<file path="config.mk">
export PLATFORM = sky130hd
export DESIGN_NAME = instr_queue
export DESIGN_NICKNAME = d
export VERILOG_FILES = /design/src/rtl/instr_queue.sv
export SDC_FILE = /design/constraint.sdc
export NUM_CORES = 1
export LEC_CHECK = 0
export ABC_AREA = 0
export CAP_MARGIN = 20
export CORE_UTILIZATION = 35
export CTS_CLUSTER_DIAMETER = 200
export DETAILED_ROUTE_END_ITERATION = 12
export GPL_TIMING_DRIVEN = 0
export SETUP_SLACK_MARGIN = 0.1
export SYNTH_ARGS = -nofsm -noshare
export SYNTH_HDL_FRONTEND = slang
export SYNTH_SLANG_ARGS = --single-unit
</file>
<file path="constraint.sdc">
create_clock -name clk -period 6.7 [get_ports clk]
set_input_delay 2.01 -clock clk [delete_from_list [all_inputs] [get_ports clk]]
set_output_delay 2.01 -clock clk [all_outputs]
set_load 0.1 [all_outputs]
</file>
<file path="src/rtl/instr_queue.sv">
// Dual-entry-per-cycle instruction FIFO between fetch and decode (two pushes, up to two pops per cycle).
// Optional: define IQ_STALL_CNT_EN to add a saturating fetch-stall counter output stall_cnt.
module instr_queue #(
  parameter int DEPTH = 8,
  parameter int IW    = 32
) (
  input  logic                    clk,
  input  logic                    rst,
  input  logic                    flush,
  input  logic                    fetch_valid1,
  input  logic [IW-1:0]           fetch_instr1,
  input  logic                    fetch_valid2,
  input  logic [IW-1:0]           fetch_instr2,
  output logic                    fetch_ready,
  output logic [IW-1:0]           new_instr1_out,
  output logic                    new_instr1_valid,
  output logic [IW-1:0]           new_instr2_out,
  output logic                    new_instr2_valid,
  input  logic [1:0]              dec_take,
  output logic [$clog2(DEPTH):0]  count
`ifdef IQ_STALL_CNT_EN
  ,
  output logic [15:0]             stall_cnt
`endif
);

  localparam int AW = $clog2(DEPTH);
  localparam int CW = AW + 1;
  localparam logic [CW-1:0] READY_MAX = CW'(DEPTH - 2);

  logic [IW-1:0] mem_q [DEPTH];
  logic [AW-1:0] rd_ptr_q, rd_ptr_d, rd_ptr_p1;
  logic [AW-1:0] wr_ptr_q, wr_ptr_d, wr_ptr_p1;
  logic [CW-1:0] count_q, count_d;
  logic [1:0]    n_push, n_pop, take_sat;

  assign rd_ptr_p1   = rd_ptr_q + AW'(1);
  assign wr_ptr_p1   = wr_ptr_q + AW'(1);
  assign fetch_ready = (count_q <= READY_MAX);

  // NOTE: every variable assigned in always_comb gets a default first, so no path leaves it unassigned and no latch is inferred.
  always_comb begin
    n_push = 2'd0;
    if (fetch_ready && fetch_valid1) begin
      n_push = fetch_valid2 ? 2'd2 : 2'd1;
    end
    take_sat = (dec_take == 2'd3) ? 2'd2 : dec_take;
    n_pop    = (count_q < CW'(take_sat)) ? count_q[1:0] : take_sat;
    rd_ptr_d = rd_ptr_q + AW'(n_pop);
    wr_ptr_d = wr_ptr_q + AW'(n_push);
    count_d  = count_q + CW'(n_push) - CW'(n_pop);
  end

  // NOTE: sequential state is updated with non-blocking assignments so every register samples pre-edge values.
  always_ff @(posedge clk) begin
    if (rst) begin
      rd_ptr_q <= '0;
      wr_ptr_q <= '0;
      count_q  <= '0;
    end else if (flush) begin
      rd_ptr_q <= '0;
      wr_ptr_q <= '0;
      count_q  <= '0;
    end else begin
      rd_ptr_q <= rd_ptr_d;
      wr_ptr_q <= wr_ptr_d;
      count_q  <= count_d;
    end
  end

  // NOTE: storage is deliberately not reset; occupancy gates every read, so old contents are never observed.
  always_ff @(posedge clk) begin
    if (!rst && !flush && n_push != 2'd0) begin
      mem_q[wr_ptr_q] <= fetch_instr1;
      if (n_push == 2'd2) begin
        mem_q[wr_ptr_p1] <= fetch_instr2;
      end
    end
  end

  assign new_instr1_valid = (count_q != '0);
  assign new_instr2_valid = (count_q >= CW'(2));
  assign new_instr1_out   = new_instr1_valid ? mem_q[rd_ptr_q]  : '0;
  assign new_instr2_out   = new_instr2_valid ? mem_q[rd_ptr_p1] : '0;
  assign count            = count_q;

`ifdef IQ_STALL_CNT_EN
  // Counts cycles fetch had an instruction ready but was held off; survives flush.
  logic [15:0] stall_cnt_q;

  always_ff @(posedge clk) begin
    if (rst) begin
      stall_cnt_q <= '0;
    end else if (fetch_valid1 && !fetch_ready && stall_cnt_q != 16'hFFFF) begin
      stall_cnt_q <= stall_cnt_q + 16'd1;
    end
  end

  assign stall_cnt = stall_cnt_q;
`endif

endmodule

</file>
* After elaboration in Yosys (flattened, before gate mapping)
Memories as Yosys holds them, arrays and structs flattened. A register that Yosys moved wholly into a read port is not among the register bits. Cells that the tools add are included.
Storage, ports and cells: memory bits (read-only) 0, bits in latches 0, input port bits 71, RAM bits 256, register bits after elaboration 10, word-level logic and storage cells 35, memories 1, output and inout port bits 71
Operators by class: shift-type cells 0, reductions and logical operators 8, mux-type cells 12, magnitude comparators 3, add/subtract/negate cells 6, div/mod/pow operators 0, bitwise operators 0, equal/unequal tests 2, multiply operators 0
Memories:
- mem_q | words 8, width 32, rd ports 2, clocked after memory_dff 1, write ports 2, line 31 | logic [IW-1:0] mem_q [DEPTH];
Operators by type and width (number):
- two-way mux 32 bit | 2
- two-way mux 2 bit | 4
- adder 3 x 1 -> 3 bit, second input constant | 2
- adder 3 x 2 -> 3 bit | 2
- two-way mux 1 bit | 5
- adder 4 x 2 -> 4 bit | 1
- == test 2 bit, second input constant | 2
- >= comparator 4 x 2 -> 1 bit, second input constant | 1
- <= comparator 4 x 3 -> 1 bit, second input constant | 1
- less-than comparator 4 x 2 -> 1 bit | 1
- nonzero test 4 bit | 1
- subtractor 4 x 2 -> 4 bit | 1
- logical AND 1 bit | 3
- two-way mux 3 bit | 1
- logical NOT 1 bit | 2
- nonzero test 2 bit | 1
- OR reduction 2 bit | 1

* Longest topological paths before layout
word-level depth 7, mapped depth 14, depth with buffers taken out 13

* Least setup slack after synthesis
Ideal clock, no wire load.
kind input port to flip-flop, from input port flush, to memory mem_q[0][0] (enable), path slack 0.793 ns, library setup time 0.480 ns, data required time 6.220 ns, path buffers 1, data arrival time 5.426 ns, stages 5, cell sequence or2_1 > buf_2 > nor4b_4 > a21oi_1 > a311oi_1
RTL lines:
- start: declaration | line 9 | input logic flush,
- end: declaration | line 31

==> results.cfg <==
[status]
outcome = finished, final reports clean

[clock_network]
cts_hold_buf = 0
cts_tree = built
insertion_delay_ps = 530
clock_sinks = 266
clockBufferDepth = 3
postCtsSetupRepairBufs = 0
clk_pin_slew_ps = 60
cts_htree_levels = 2
cts_buffers = 34
cts_root_buf = clkbuf_16

[critical_path]
worstSetupStartpointType = flop
worstRegToRegCells = 6
r2r_end = mem_q[0][21]
r2r_slack_ps = 3350
cp_slowest_cell = clkdlybuf4s50_1
crit_required_ps = 4690
cp_data_arrival_time_ps = 4480
rr_startpoint = wr_ptr_q[0]
slowest_delay_ps = 1170
critical_path.max_fanout = 10
crit_chain = clkbuf_1 > buf_1 > clkbuf_1 > a211oi_1 > a21oi_1 > and3_1 > clkdlybuf4s50_1
worstSetupPathType = flop to output pin
endpoint_kind = output pin
crit_path_frequent_cell = clkbuf_1

[yosys]
synth-edff-count = 256
synth.avg_cell_area_um2 = 13.22
yosys-top-cells-area = edfxtp_1 48%, mux2_2 17%, mux2i_1 14%
seq_area_frac_synth_pct = 48.95
synth.most_common_cell = edfxtp_1
synth_cell_types = 45
syn_area_mm2 = 0.01611
syn_nets = 1305
synthCells = 1219
synth_seq_cells = 266
synth_commonest_cells = 256 x edfxtp_1, 239 x mux2_2, 226 x mux2i_1, 96 x a22oi_1, 65 x and3_1
synth_top_area_share_pct = 47.71
ys_dominant_reg_cell = edfxtp_1
ys_warn_count = 0
synth_async_sr_flop_share_pct = 0
yosys.area.top_type = edfxtp_1

[finish]
final_core_util_pct = 43.76
instances_no_fill = 2040
num-fill-cells = 4144
post_route_cells_drive_above_1_share_pct = 25.23
finalNetCount = 1503
syn2layout_area_growth_pct = 23.26
design_area_mm2 = 0.01986

[route]
drc = 0
drtAntennaViolNets = 0
drt_iter0_drc = 841
viasPerCell = 5.633
dr.pass1.iters = 5
routedWlPerCell_um = 26.09
wl_um = 53220
vias = 11490

[timing]
post-route-period-util_pct = 96.86
worst_pin_slew_ps = 1150
relSlewSlack_pct = 23.32
fin_crit_ps = 6489
max_freq_ghz = 0.1541
drv_slew = 0
setup_viol = 0
hold_viol = 0
fin_skew_ps = 16.71
rsz0062_at_grt = true

[power_and_ir_drop]
powerDensity_mw_per_mm2 = 406.5
p_leak_nw = 6.569
p_total_mw = 8.074
peakVddDrop_v = 0.0004397

[floorplan]
coreArea_mm2 = 0.04538
num_rows = 78
boundaryPins = 142
die_x_um = 216.6
start_util_pct = 35.51
die_y_um = 216.6
dieArea_mm2 = 0.04690

[placed_design]
hpwl_um = 35910
place_area_mm2 = 0.01879
portBuffers = 141
dp.cells = 1980
gp_congestion = 0.7813

[global_route]
grt_pass1_wl_um = 77000
gr-total-overflow = 0
grt_start_max_net_pins = 15
antenna_found_initial = 2
grt_pass1_vias = 11890
track_usage_pct = 22.47

[worst_hold_path]
hold_depth = 2
hold_class = flop to flop
hold_path_end = rd_ptr_q[2]
worstHoldStart = rd_ptr_q[2]

[job]
drv_cap = 0
registers in the layout, indices dropped and copies added (netlist names):
register	cells
wr_ptr_q	3
mem_q	256
rd_ptr_q	3
count	4
worst max-delay path by stage:
stage                 start                  to  slack, ps
3_5_place_dp    rd_ptr_q[1]  new_instr1_out[30]        770
6_report        rd_ptr_q[1]  new_instr1_out[31]        210
4_1_cts         rd_ptr_q[1]  new_instr1_out[30]        190
5_1_grt         rd_ptr_q[0]  new_instr2_out[13]         90
2_1_floorplan         flush         mem_q[0][0]        790
3_3_place_gp   fetch_valid2        mem_q[1][15]      -2940
placed cells by master (no fill, tap or decap), types with 9 or more instances in the layout:
cell,instances
nor2_1,13
dfxtp_1,10
mux2i_1,226
ha_1,11
nor2b_1,39
a21oi_1,36
clkbuf_16,34
mux2_1,13
buf_2,28
and3_1,65
a211oi_1,32
clkdlybuf4s50_1,136
clkbuf_1,60
edfxtp_1,256
a22oi_1,96
inv_1,16
buf_8,13
mux2_2,239
clkinv_1,9
cell families after synthesis:
kind of cell             after synthesis  synth area share (%)
AO/OA/AOI/OAI                        181                 7.889
XOR/XNOR                               7                0.4272
flip-flops                           266                 48.95
multiplexers                         483                 32.12
adder cells (fa/ha/maj)               15                 1.351
buffers and inverters                114                 3.153
AND/OR/NAND/NOR                      153                 6.111
through the flow:
stage / hold slack [ps] / setup TNS (ps) / setup slack [ps]
2_1_floorplan: 558.2 / 0 / 793.3
3_5_place_dp: 629.4 / 0 / 768.2
3_3_place_gp: 599.6 / -669530 / -2936
6_report: 641.5 / 0 / 210.6
4_1_cts: 637.4 / 0 / 189.9
5_1_grt: 672.2 / 0 / 87.31
layer usage:
layer,vias up,global-route usage (%),wire (um)
met4,2,6.291,1358
met2,420,39.20,26260
met1,5801,28.89,22160
li1,5179,-,-
met5,-,0,13
met3,90,3.102,3432
critical path, delay by kind of cell, from the launching register on:
family	cells	cell delay (ps)
buf+inv	4	2990
compound gates	2	330
simple gates	1	270
flops	1	350
power breakdown:
part | leakage [nW] | total (mW) | internal [mW] | switching, mW
Sequential | 2.39 | 1.91 | 1.87 | 0.0317
Combinational | 3.67 | 4.44 | 1.17 | 3.27
Clock | 0.503 | 1.73 | 1.01 | 0.721
Total | 6.57 | 8.07 | 4.05 | 4.02
repair_timing:
action | in CTS | in global routing
endpoints found under the setup margin | 0 | 6
resized for setup | 0 | 10
endpoints found under the hold margin | 0 | 0
final cells by class:
cell class                      count  area (um2)  area share [%]
Timing Repair Buffer              162        1839           9.261
Antenna cell                        1       2.502         0.01260
Clock inverter                     19       156.4          0.7875
Sequential cell                   266        7888           39.72
Multi-Input combinational cell    839        7828           39.41
Tap cell                          600       750.7           3.780
Buffer                             98       466.7           2.350
Inverter                           16       60.06          0.3024
Clock buffer                       39       869.6           4.379
(Power assumes the default switching activity.)
